==> config.mk <==
export PLATFORM = sky130hd
export DESIGN_NAME = pipeline_hazard_ctrl
export DESIGN_NICKNAME = d
export VERILOG_FILES = /design/src/rtl/hazard_pkg.sv /design/src/rtl/hazard_stall_watchdog.sv /design/src/rtl/pipeline_hazard_ctrl.sv
export SDC_FILE = /design/constraint.sdc
export NUM_CORES = 1
export LEC_CHECK = 0
export ABC_AREA = 0
export CAP_MARGIN = 20
export CORE_MARGIN = 4
export CORE_UTILIZATION = 32
export CTS_CLUSTER_DIAMETER = 80
export DETAILED_ROUTE_END_ITERATION = 10
export PLACE_DENSITY = 0.81
export SLEW_MARGIN = 5
export SYNTH_ARGS = -nofsm -noshare
export SYNTH_HDL_FRONTEND = slang
export SYNTH_HIERARCHICAL = 1
export SYNTH_SLANG_ARGS = --single-unit
export TNS_END_PERCENT = 1
==> constraint.sdc <==
create_clock -name clk -period 2 [get_ports clk]
set_input_delay 0.2 -clock clk [delete_from_list [all_inputs] [get_ports clk]]
set_output_delay 0.2 -clock clk [all_outputs]
set_load 0.005 [all_outputs]
==> src/rtl/hazard_pkg.sv <==
// Shared definitions for the pipeline hazard controller: controller state
// encodings, branch/jump type codes and the default resolve-stage index.
package hazard_pkg;

  typedef enum logic [1:0] {
    ST_RUN      = 2'b00,
    ST_MDU_WAIT = 2'b01,
    ST_SHADOW   = 2'b10
  } hz_state_e;

  localparam logic [1:0] BJ_NONE   = 2'b00;
  localparam logic [1:0] BJ_BRANCH = 2'b01;
  localparam logic [1:0] BJ_JAL    = 2'b10;
  localparam logic [1:0] BJ_JALR   = 2'b11;

  localparam int DEFAULT_RESOLVE_STAGE = 2;
  localparam int SHADOW_W              = 4;

endpackage

==> src/rtl/hazard_stall_watchdog.sv <==
// Stall watchdog: counts consecutive PC-stall cycles (saturating at
// MAX_STALL) and raises a sticky timeout flag once the limit is reached.
module hazard_stall_watchdog #(
  parameter int MAX_STALL = 64
) (
  input  logic clk,
  input  logic reset_n,
  input  logic stall_i,
  output logic timeout_o
);

  localparam int CW = $clog2(MAX_STALL + 1);
  localparam logic [CW-1:0] MAX_C = CW'(MAX_STALL);

  logic [CW-1:0] cnt_q, cnt_d;
  logic          flag_q, flag_d;

  // Next-state: count stall cycles, clear on any run cycle, latch the flag.
  always_comb begin
    cnt_d = cnt_q;
    if (stall_i) begin
      if (cnt_q != MAX_C) begin
        cnt_d = cnt_q + CW'(1);
      end else begin
        cnt_d = cnt_q;
      end
    end else begin
      cnt_d = {CW{1'b0}};
    end
    flag_d = flag_q | (cnt_d == MAX_C);
  end

  // Counter and sticky flag registers.
  always_ff @(posedge clk or negedge reset_n) begin
    if (!reset_n) begin
      cnt_q  <= {CW{1'b0}};
      flag_q <= 1'b0;
    end else begin
      cnt_q  <= cnt_d;
      flag_q <= flag_d;
    end
  end

  assign timeout_o = flag_q;

endmodule

==> src/rtl/pipeline_hazard_ctrl.sv <==
// Pipeline hazard controller: per-stage enable/flush vectors for an N-stage
// pipeline, with a multi-cycle MDU stall FSM, post-redirect fetch-shadow
// flushing and a stall watchdog. Define HAZARD_STATS_EN to build the
// saturating statistics counters; otherwise the counter ports read 0.
module pipeline_hazard_ctrl
  import hazard_pkg::*;
#(
  parameter int NUM_STAGES    = 5,
  parameter int RESOLVE_STAGE = DEFAULT_RESOLVE_STAGE,
  parameter int SHADOW_CYCLES = 0,
  parameter int MAX_STALL     = 64,
  parameter int CNT_W         = 32
) (
  input  logic                  clk,
  input  logic                  reset_n,
  input  logic                  load_use_hazard,
  input  logic                  mdu_start,
  input  logic                  mdu_done,
  input  logic [1:0]            branch_jump_ex,
  input  logic                  pc_sel_ex,
  output logic [NUM_STAGES-1:0] stage_enable,
  output logic [NUM_STAGES-1:0] stage_flush,
  output logic [1:0]            ctrl_state,
  output logic                  stall_timeout,
  output logic [CNT_W-1:0]      load_use_cnt,
  output logic [CNT_W-1:0]      mdu_stall_cnt,
  output logic [CNT_W-1:0]      flush_cnt
);

  localparam logic [NUM_STAGES-1:0] ONES_C     = {NUM_STAGES{1'b1}};
  localparam logic [NUM_STAGES-1:0] ZERO_C     = {NUM_STAGES{1'b0}};
  localparam logic [NUM_STAGES-1:0] ONE_C      = {{(NUM_STAGES-1){1'b0}}, 1'b1};
  // MDU stall freezes PC..RESOLVE_STAGE and bubbles the stage after it.
  localparam logic [NUM_STAGES-1:0] MDU_EN_C   = ONES_C << (RESOLVE_STAGE + 1);
  localparam logic [NUM_STAGES-1:0] MDU_FL_C   = ONE_C << (RESOLVE_STAGE + 1);
  // Load-use freezes PC..RESOLVE_STAGE-1 and bubbles RESOLVE_STAGE.
  localparam logic [NUM_STAGES-1:0] LU_EN_C    = ONES_C << RESOLVE_STAGE;
  localparam logic [NUM_STAGES-1:0] LU_FL_C    = ONE_C << RESOLVE_STAGE;
  // Redirect kills the wrong-path instructions in stages 1..RESOLVE_STAGE.
  localparam logic [NUM_STAGES-1:0] REDIR_FL_C = (ONES_C << 1) & ~(ONES_C << (RESOLVE_STAGE + 1));
  localparam logic [NUM_STAGES-1:0] SH_FL_C    = ONE_C << 1;
  localparam logic [NUM_STAGES-1:0] RST_FL_C   = ONES_C << 1;
  localparam logic [SHADOW_W-1:0]   SH_LOAD_C  = SHADOW_W'(SHADOW_CYCLES);

  hz_state_e             state_q, state_d;
  logic [SHADOW_W-1:0]   shadow_q, shadow_d;
  logic [NUM_STAGES-1:0] en_s, fl_s;
  logic                  redirect_s;
  logic                  lu_bubble_s, mdu_stall_s, redir_acc_s;

  assign redirect_s = (branch_jump_ex != BJ_NONE) && pc_sel_ex;

  // Next-state and Mealy enable/flush decode, priority redirect > MDU > load-use.
  always_comb begin
    state_d     = state_q;
    shadow_d    = shadow_q;
    en_s        = ONES_C;
    fl_s        = ZERO_C;
    lu_bubble_s = 1'b0;
    mdu_stall_s = 1'b0;
    redir_acc_s = 1'b0;
    case (state_q)
      ST_RUN: begin
        if (redirect_s) begin
          fl_s        = REDIR_FL_C;
          redir_acc_s = 1'b1;
          if (SHADOW_CYCLES > 0) begin
            state_d  = ST_SHADOW;
            shadow_d = SH_LOAD_C;
          end else begin
            state_d  = ST_RUN;
          end
        end else if (mdu_start) begin
          en_s        = MDU_EN_C;
          fl_s        = MDU_FL_C;
          mdu_stall_s = 1'b1;
          state_d     = mdu_done ? ST_RUN : ST_MDU_WAIT;
        end else if (load_use_hazard) begin
          en_s        = LU_EN_C;
          fl_s        = LU_FL_C;
          lu_bubble_s = 1'b1;
        end else begin
          state_d = ST_RUN;
        end
      end
      ST_MDU_WAIT: begin
        // The MDU op owns RESOLVE_STAGE, so redirect/load-use cannot apply.
        if (mdu_done) begin
          state_d = ST_RUN;
        end else begin
          en_s        = MDU_EN_C;
          fl_s        = MDU_FL_C;
          mdu_stall_s = 1'b1;
        end
      end
      ST_SHADOW: begin
        if (redirect_s) begin
          fl_s        = REDIR_FL_C;
          redir_acc_s = 1'b1;
          shadow_d    = SH_LOAD_C;
        end else if (mdu_start) begin
          en_s        = MDU_EN_C;
          fl_s        = MDU_FL_C;
          mdu_stall_s = 1'b1;
          shadow_d    = {SHADOW_W{1'b0}};
          state_d     = mdu_done ? ST_RUN : ST_MDU_WAIT;
        end else begin
          // ID holds a bubble here, so a load-use hazard cannot be real.
          fl_s = SH_FL_C;
          if (shadow_q <= SHADOW_W'(1)) begin
            shadow_d = {SHADOW_W{1'b0}};
            state_d  = ST_RUN;
          end else begin
            shadow_d = shadow_q - SHADOW_W'(1);
          end
        end
      end
      default: begin
        state_d  = ST_RUN;
        shadow_d = {SHADOW_W{1'b0}};
      end
    endcase
  end

  // Controller state and shadow counter registers.
  always_ff @(posedge clk or negedge reset_n) begin
    if (!reset_n) begin
      state_q  <= ST_RUN;
      shadow_q <= {SHADOW_W{1'b0}};
    end else begin
      state_q  <= state_d;
      shadow_q <= shadow_d;
    end
  end

  // While in reset every register is frozen and loaded with a bubble.
  assign stage_enable = reset_n ? en_s : ZERO_C;
  assign stage_flush  = reset_n ? fl_s : RST_FL_C;
  assign ctrl_state   = state_q;

  hazard_stall_watchdog #(
    .MAX_STALL (MAX_STALL)
  ) u_watchdog (
    .clk       (clk),
    .reset_n   (reset_n),
    .stall_i   (~stage_enable[0]),
    .timeout_o (stall_timeout)
  );

`ifdef HAZARD_STATS_EN
  logic [CNT_W-1:0] lu_cnt_q, lu_cnt_d;
  logic [CNT_W-1:0] mdu_cnt_q, mdu_cnt_d;
  logic [CNT_W-1:0] fl_cnt_q, fl_cnt_d;

  function automatic logic [CNT_W-1:0] sat_inc(input logic [CNT_W-1:0] v);
    return (v == {CNT_W{1'b1}}) ? v : v + CNT_W'(1);
  endfunction

  // Saturating statistics next-state.
  always_comb begin
    lu_cnt_d  = lu_bubble_s ? sat_inc(lu_cnt_q)  : lu_cnt_q;
    mdu_cnt_d = mdu_stall_s ? sat_inc(mdu_cnt_q) : mdu_cnt_q;
    fl_cnt_d  = redir_acc_s ? sat_inc(fl_cnt_q)  : fl_cnt_q;
  end

  // Statistics counter registers.
  always_ff @(posedge clk or negedge reset_n) begin
    if (!reset_n) begin
      lu_cnt_q  <= {CNT_W{1'b0}};
      mdu_cnt_q <= {CNT_W{1'b0}};
      fl_cnt_q  <= {CNT_W{1'b0}};
    end else begin
      lu_cnt_q  <= lu_cnt_d;
      mdu_cnt_q <= mdu_cnt_d;
      fl_cnt_q  <= fl_cnt_d;
    end
  end

  assign load_use_cnt  = lu_cnt_q;
  assign mdu_stall_cnt = mdu_cnt_q;
  assign flush_cnt     = fl_cnt_q;
`else
  logic unused_stats_s;
  assign unused_stats_s = ^{lu_bubble_s, mdu_stall_s, redir_acc_s};
  assign load_use_cnt   = {CNT_W{1'b0}};
  assign mdu_stall_cnt  = {CNT_W{1'b0}};
  assign flush_cnt      = {CNT_W{1'b0}};
`endif

endmodule

==> flow_metrics.tcl, run 1 <==
set metrics [dict create \
    ir_drop_uv 470 \
    r2r_cells 4 \
    netlist_instances 166 \
    grt_pass1_wl_um 2840 \
    synth-edff-count 0 \
    cap_viol_max_count 0 \
    routed_wl_um 2190 \
    slowest_delay_ns 0.53 \
    fmax_mhz 526 \
    io_pins 117 \
    holdBufCountCts 0 \
    firstDrtPassIters 4 \
    worstSkewPairLatency_ns 0.23 \
    grt_max_degree 10 \
    swShare_pct 37.6 \
    grt_pass1_vias 630 \
    cts_tree "done" \
    setup_tns_ns 0 \
    root_buffer "clkbuf_8" \
    setup_violations 0 \
    antenna_found_initial 0 \
    dominantRegCellSynth "dfrtp_1" \
    grt.overflow.total 0 \
    power.switching_uw 302 \
    fin_crit_ns 1.90 \
    die_x_um 73.4 \
    htreeDepth 1 \
    rows 23 \
    ys_async_sr_fraction_pct 100 \
    syn-mean-instance-area_um2 8.25 \
    power.leakage_uw 0.000719 \
    drc 0 \
    viasPerCell 3.50 \
    cp.depth 3 \
    seq_area_frac_synth_pct 16.4 \
    skew_ns 0.00292 \
    yosysWarnings 6 \
    ys_types 33 \
    final_antenna_net_count 0 \
    arrival_ns 1.70 \
    grt_usage_pct 6.60 \
    synth-seq-cells 9 \
    powerDensity_nw_per_um2 610 \
    fill_cells 436 \
    start_util_pct 33.8 \
    endpoint_kind "output port" \
    rsz0062_at_grt "false" \
    fin_crit_sh_pct 95.1 \
    cts_buffers 3 \
    cpLargestDelayFamily "buffers and inverters" \
    final_max_slew_viol_count 0 \
    drive_above_1_share_pct 7.89 \
    synth_area_um2 1370 \
    die_h_um 73.4 \
    outcome "complete, no violations" \
    drtIter0Drc 6 \
    die_area_um2 5390 \
    final_nets 201 \
    dp_hpwl_um 1940 \
    core-area_um2 4060 \
    clkSlewWorstSetupHoldPaths_ns 0.04 \
    wl_per_cell_um 9.10 \
    power.internal_uw 501 \
    clkPwrFrac_pct 25.8 \
    crit_path_top_delay_cell "clkdlybuf4s50_1" \
    finalHoldViolCount 0 \
    clk_path_buf_depth 2 \
    hold_class "in2async" \
    required_ns 1.80 \
    crit_chain "or3b_1 -> o211ai_1 -> clkdlybuf4s50_1" \
    critPathLaunchType "flop" \
    path_buf_inv 1 \
    portBuffers 18 \
    area_growth_pct -3.93 \
    vias 839 \
    worstSetupPathType "reg2out" \
    utilization_pct 32.4 \
    diodes 0 \
    gp_congestion 0.870 \
    seq_power_share_pct 33.4 \
    cp_max_fo 9 \
    p_comb_share_pct 40.9 \
    clock_sinks 9 \
]
==> Yosys cell counts, types with 2 or more instances <==
cell type | instances | share of area, %
ha_1 | 2 | 1.8
nand2b_1 | 2 | 0.91
xnor2_1 | 2 | 1.3
o311ai_1 | 2 | 1.3
o21ai_0 | 3 | 1.1
nor2_1 | 8 | 2.2
nand3_1 | 3 | 1.1
o31ai_1 | 2 | 1.1
xor2_1 | 3 | 1.9
buf_4 | 101 | 55
inv_1 | 6 | 1.6
o311a_1 | 2 | 1.5
a21oi_1 | 2 | 0.73
dfrtp_1 | 9 | 16
==> worst paths after layout <==
kind,startpoint,to,slack [ns]
setup / recovery,ctrl_state[0],stage_flush[2],0.1
hold / removal,reset_n,ctrl_state[0],0.25
max in group asynchronous,reset_n,u_watchdog/cnt_q[0],1.23
setup reg to reg,u_watchdog/cnt_q[2],u_watchdog/timeout_o,0.38
hold reg to reg,u_watchdog/timeout_o,u_watchdog/timeout_o,0.48
min in group clk,u_watchdog/timeout_o,u_watchdog/timeout_o,0.48
==> power groups by stage <==
stage	clock network (uW)	logic [uW]	registers, uW
after floorplan	0	371	257
after global placement	0	312	266
after detailed placement	0	321	268
after CTS	216	322	266
after global routing	225	373	272
final	207	328	268
==> sequential cells by signal, indices dropped and copies added, names as in the netlist <==
register,cells
ctrl_state,1
u_watchdog/cnt_q,7
u_watchdog/timeout_o,1
==> final cells by class <==
class	instances	area (um^2)	share of cell area, %
multi-input combinational	147	736	55.9
sequential	9	225	17.1
timing repair buffer	24	225	17.1
tap	50	62.6	4.75
clock buffer	4	45.0	3.42
inverter	6	22.5	1.71
==> placed cells by master (no fill, tap or decap), types with 2 or more instances in the layout <==
cell             Yosys  final
ha_1                 2      2
o31ai_1              2      2
clkbuf_8             0      3
buf_4              101      6
conb_1               1     98
inv_1                6      6
a21oi_1              2      2
xnor2_1              2      2
nand2b_1             2      2
xor2_1               3      3
o21ai_0              3      3
dfrtp_1              9      9
nand3_1              3      3
clkdlybuf4s50_1      0     18
o311a_1              2      2
nor2_1               8      8
==> cells by family after synthesis <==
logic type | after synthesis | synth area share [%]
other | 1 | 0.274
adder cells (fa/ha/maj) | 2 | 1.83
multiplexers | 1 | 0.731
buffers and inverters | 107 | 57.0
AO/OA/AOI/OAI | 19 | 11.5
XOR/XNOR | 5 | 3.20
flip-flops | 9 | 16.4
AND/OR/NAND/NOR | 22 | 9.04
==> through the flow <==
| step | cells | area [um^2] | hold WS, ns | setup WS, ns | total power, uW |
|---|---|---|---|---|---|
| 2_1_floorplan | 263 | 1730 | -0.0956 | 0.480 | 628 |
| 3_3_place_gp | 236 | 1260 | 0.470 | 0.111 | 578 |
| 3_5_place_dp | 236 | 1260 | 0.481 | 0.0640 | 590 |
| 4_1_cts | 240 | 1310 | 0.246 | 0.0742 | 804 |
| 5_1_grt | 240 | 1320 | 0.265 | 0.0333 | 870 |
| 6_report | 240 | 1320 | 0.247 | 0.0984 | 803 |
==> routing by layer <==
metal	GRT usage (%)	vias up	routed length [um]
li1	-	394	-
met1	7.51	377	747
met2	12.3	64	1120
met3	1.78	4	306
met4	1.21	0	11
met5	0	-	0
==> timing repair <==
item | 4_1_cts | 5_1_grt
gates resized for setup | 0 | 1
setup endpoints to repair | 0 | 1
buffers inserted | 0 | 0
Power figures use the tool's default switching activity.
==> run 2, diff against run 1 <==
--- a/config.mk
+++ b/config.mk
@@ -11,6 +11,7 @@
 export CORE_UTILIZATION = 32
 export CTS_CLUSTER_DIAMETER = 80
 export DETAILED_ROUTE_END_ITERATION = 10
+export MAX_ROUTING_LAYER = met4
 export PLACE_DENSITY = 0.81
 export SLEW_MARGIN = 5
 export SYNTH_ARGS = -nofsm -noshare
==> results of run 2 <==
The final DEF is identical to that of run 1; final timing and power are the same.
Main changes from that run: final weighted congestion in routability-driven placement 0.870 -> 0.884; overall routing resource usage 6.60% -> 6.79%
==> run 3, diff against run 2 <==
--- a/config.mk
+++ b/config.mk
@@ -8,11 +8,11 @@
 export ABC_AREA = 0
 export CAP_MARGIN = 20
 export CORE_MARGIN = 4
-export CORE_UTILIZATION = 32
+export CORE_UTILIZATION = 35
 export CTS_CLUSTER_DIAMETER = 80
 export DETAILED_ROUTE_END_ITERATION = 10
 export MAX_ROUTING_LAYER = met4
-export PLACE_DENSITY = 0.81
+export PLACE_DENSITY = 0.87
 export SLEW_MARGIN = 5
 export SYNTH_ARGS = -nofsm -noshare
 export SYNTH_HDL_FRONTEND = slang
==> constraint.sdc (replaced) <==
create_clock -name clk -period 2.36 [get_ports clk]
set_input_delay 0.236 -clock clk [delete_from_list [all_inputs] [get_ports clk]]
set_output_delay 0.236 -clock clk [all_outputs]
set_load 0.005 [all_outputs]
==> flow_metrics.tcl, run 3 (synthesis results as in run 1) <==
set metrics [dict create \
    grt.overflow.total 0 \
    die_area_um2 4980 \
    cts_setup_buffers 0 \
    grt_pass1_vias 717 \
    viasPerCell 3.48 \
    ir_drop_uv 305 \
    holdBufCountCts 0 \
    cts_buffers 3 \
    slew_headroom_pct 64.8 \
    final_max_slew_viol_count 0 \
    fin_crit_sh_pct 86.3 \
    die_x_um 70.6 \
    root_buffer "clkbuf_8" \
    skew_ns 0.00607 \
    seqCellArea_um2 225 \
    worstSetupPathType "in2out" \
    portBuffers 18 \
    area_growth_pct -7.40 \
    crit_chain "clkdlybuf4s50_1 -> o21a_1 -> o311ai_1 -> clkdlybuf4s50_1" \
    wl_per_cell_um 9.66 \
    dp_cells 229 \
    power.leakage_uw 0.000694 \
    setup_tns_ns 0 \
    cp_max_fo 5 \
    fin_crit_ns 2.04 \
    final_nets 196 \
    rsz0062_at_grt "false" \
    grt_pass1_wl_um 3230 \
    required_ns 2.12 \
    clkSlewWorstSetupHoldPaths_ns 0.05 \
    largest_reg_flops 7 \
    finalHoldViolCount 0 \
    worstSkewPairLatency_ns 0.24 \
    cap_viol_max_count 0 \
    start_util_pct 36.9 \
    arrival_ns 1.80 \
    drive_above_1_share_pct 4.86 \
    ctsResizeCount 0 \
    final_cell_mix "98 x conb_1, 18 x clkdlybuf4s50_1, 9 x dfrtp_1, 8 x nor2_1, 6 x inv_1" \
    fmax_mhz 491 \
    diodes 0 \
    grt_usage_pct 8.03 \
    routed_wl_um 2250 \
    clk_path_buf_depth 2 \
    dp_hpwl_um 1920 \
    multi_input_area_um2 728 \
    fill_cells 401 \
    gp_congestion 0.867 \
    rows 22 \
    pre_cts_slack_ns 0.224 \
    cts_tree "done" \
    critPathLaunchType "input pin" \
    powerDensity_nw_per_um2 536 \
    antenna_found_initial 0 \
    crit_path_top_delay_cell "clkdlybuf4s50_1" \
    vias 810 \
    hold_class "reg2reg" \
    outcome "complete, no violations" \
    endpoint_kind "output port" \
    final_antenna_net_count 0 \
    instances_no_fill 233 \
    core-area_um2 3720 \
    path_buf_inv 2 \
    top_register "u_watchdog/cnt_q" \
    tightest_slew_ns 0.519 \
    slowest_delay_ns 0.58 \
    die_h_um 70.6 \
    setup_slack_ns 0.323 \
    setup_violations 0 \
    firstDrtPassIters 4 \
    mostFrequentLayoutCell "conb_1" \
    cp_common_cell "clkdlybuf4s50_1" \
    cpLargestDelayFamily "buffers and inverters" \
    htreeDepth 1 \
    utilization_pct 34.1 \
    io_pins 117 \
    drc 0 \
    grt_max_degree 11 \
    clock_sinks 9 \
    drtIter0Drc 17 \
]
run 3: cell count changes in the layout (fill, tap and decap cells not counted):
cell	change
buf_4	-5
o311ai_1	+1
o311ai_2	-1
run 3: power breakdown:
group / switching [uW] / internal, uW
clock: 62.5 / 118
combinational: 154 / 117
sequential: 46.8 / 182
total: 264 / 416
run 3: tightest hold or removal path, cell delays in order (launching register included):
cell,delay (ns)
dfrtp_1,0.36
inv_1,0.06
o41ai_2,0.04
run 3: layer usage:
layer	wire (um)	vias to the layer above	part of all wire [%]	GRT usage, %
li1	-	382	-	-
met1	759	360	34	8.99
met2	1180	66	52	14.1
met3	284	2	13	0.994
met4	31	0	1.4	3.76
met5	0	-	0	-
run 3: final cells by class:
type | instances | share of cell area, %
sequential | 9 | 17.8
multi-input combinational | 147 | 57.4
inverter | 6 | 1.78
clock buffer | 4 | 3.55
tap | 48 | 4.73
timing repair buffer | 19 | 14.8
run 3: path summary, 6_finish.rpt:
path / start / cells past startpoint / slack [ns] / end
max in group asynchronous: reset_n / 2 / 1.64 / u_watchdog/cnt_q[6]
worst min-delay path: u_watchdog/timeout_o / 2 / 0.49 / u_watchdog/timeout_o
worst min register to register: u_watchdog/timeout_o / 2 / 0.49 / u_watchdog/timeout_o
min in group asynchronous: reset_n / 2 / 0.58 / ctrl_state[0]
worst max-delay path: branch_jump_ex[1] / 4 / 0.32 / stage_flush[3]
worst max register to register: ctrl_state[0] / 3 / 0.67 / u_watchdog/timeout_o
run 3: through the flow:
stage          total power [uW]  hold slack [ns]  area, um^2
2_1_floorplan               532          -0.0596        1730
3_3_place_gp                486            0.463        1220
3_5_place_dp                494            0.475        1220
4_1_cts                     684            0.497        1270
5_1_grt                     732            0.534        1270
6_report                    680            0.494        1270
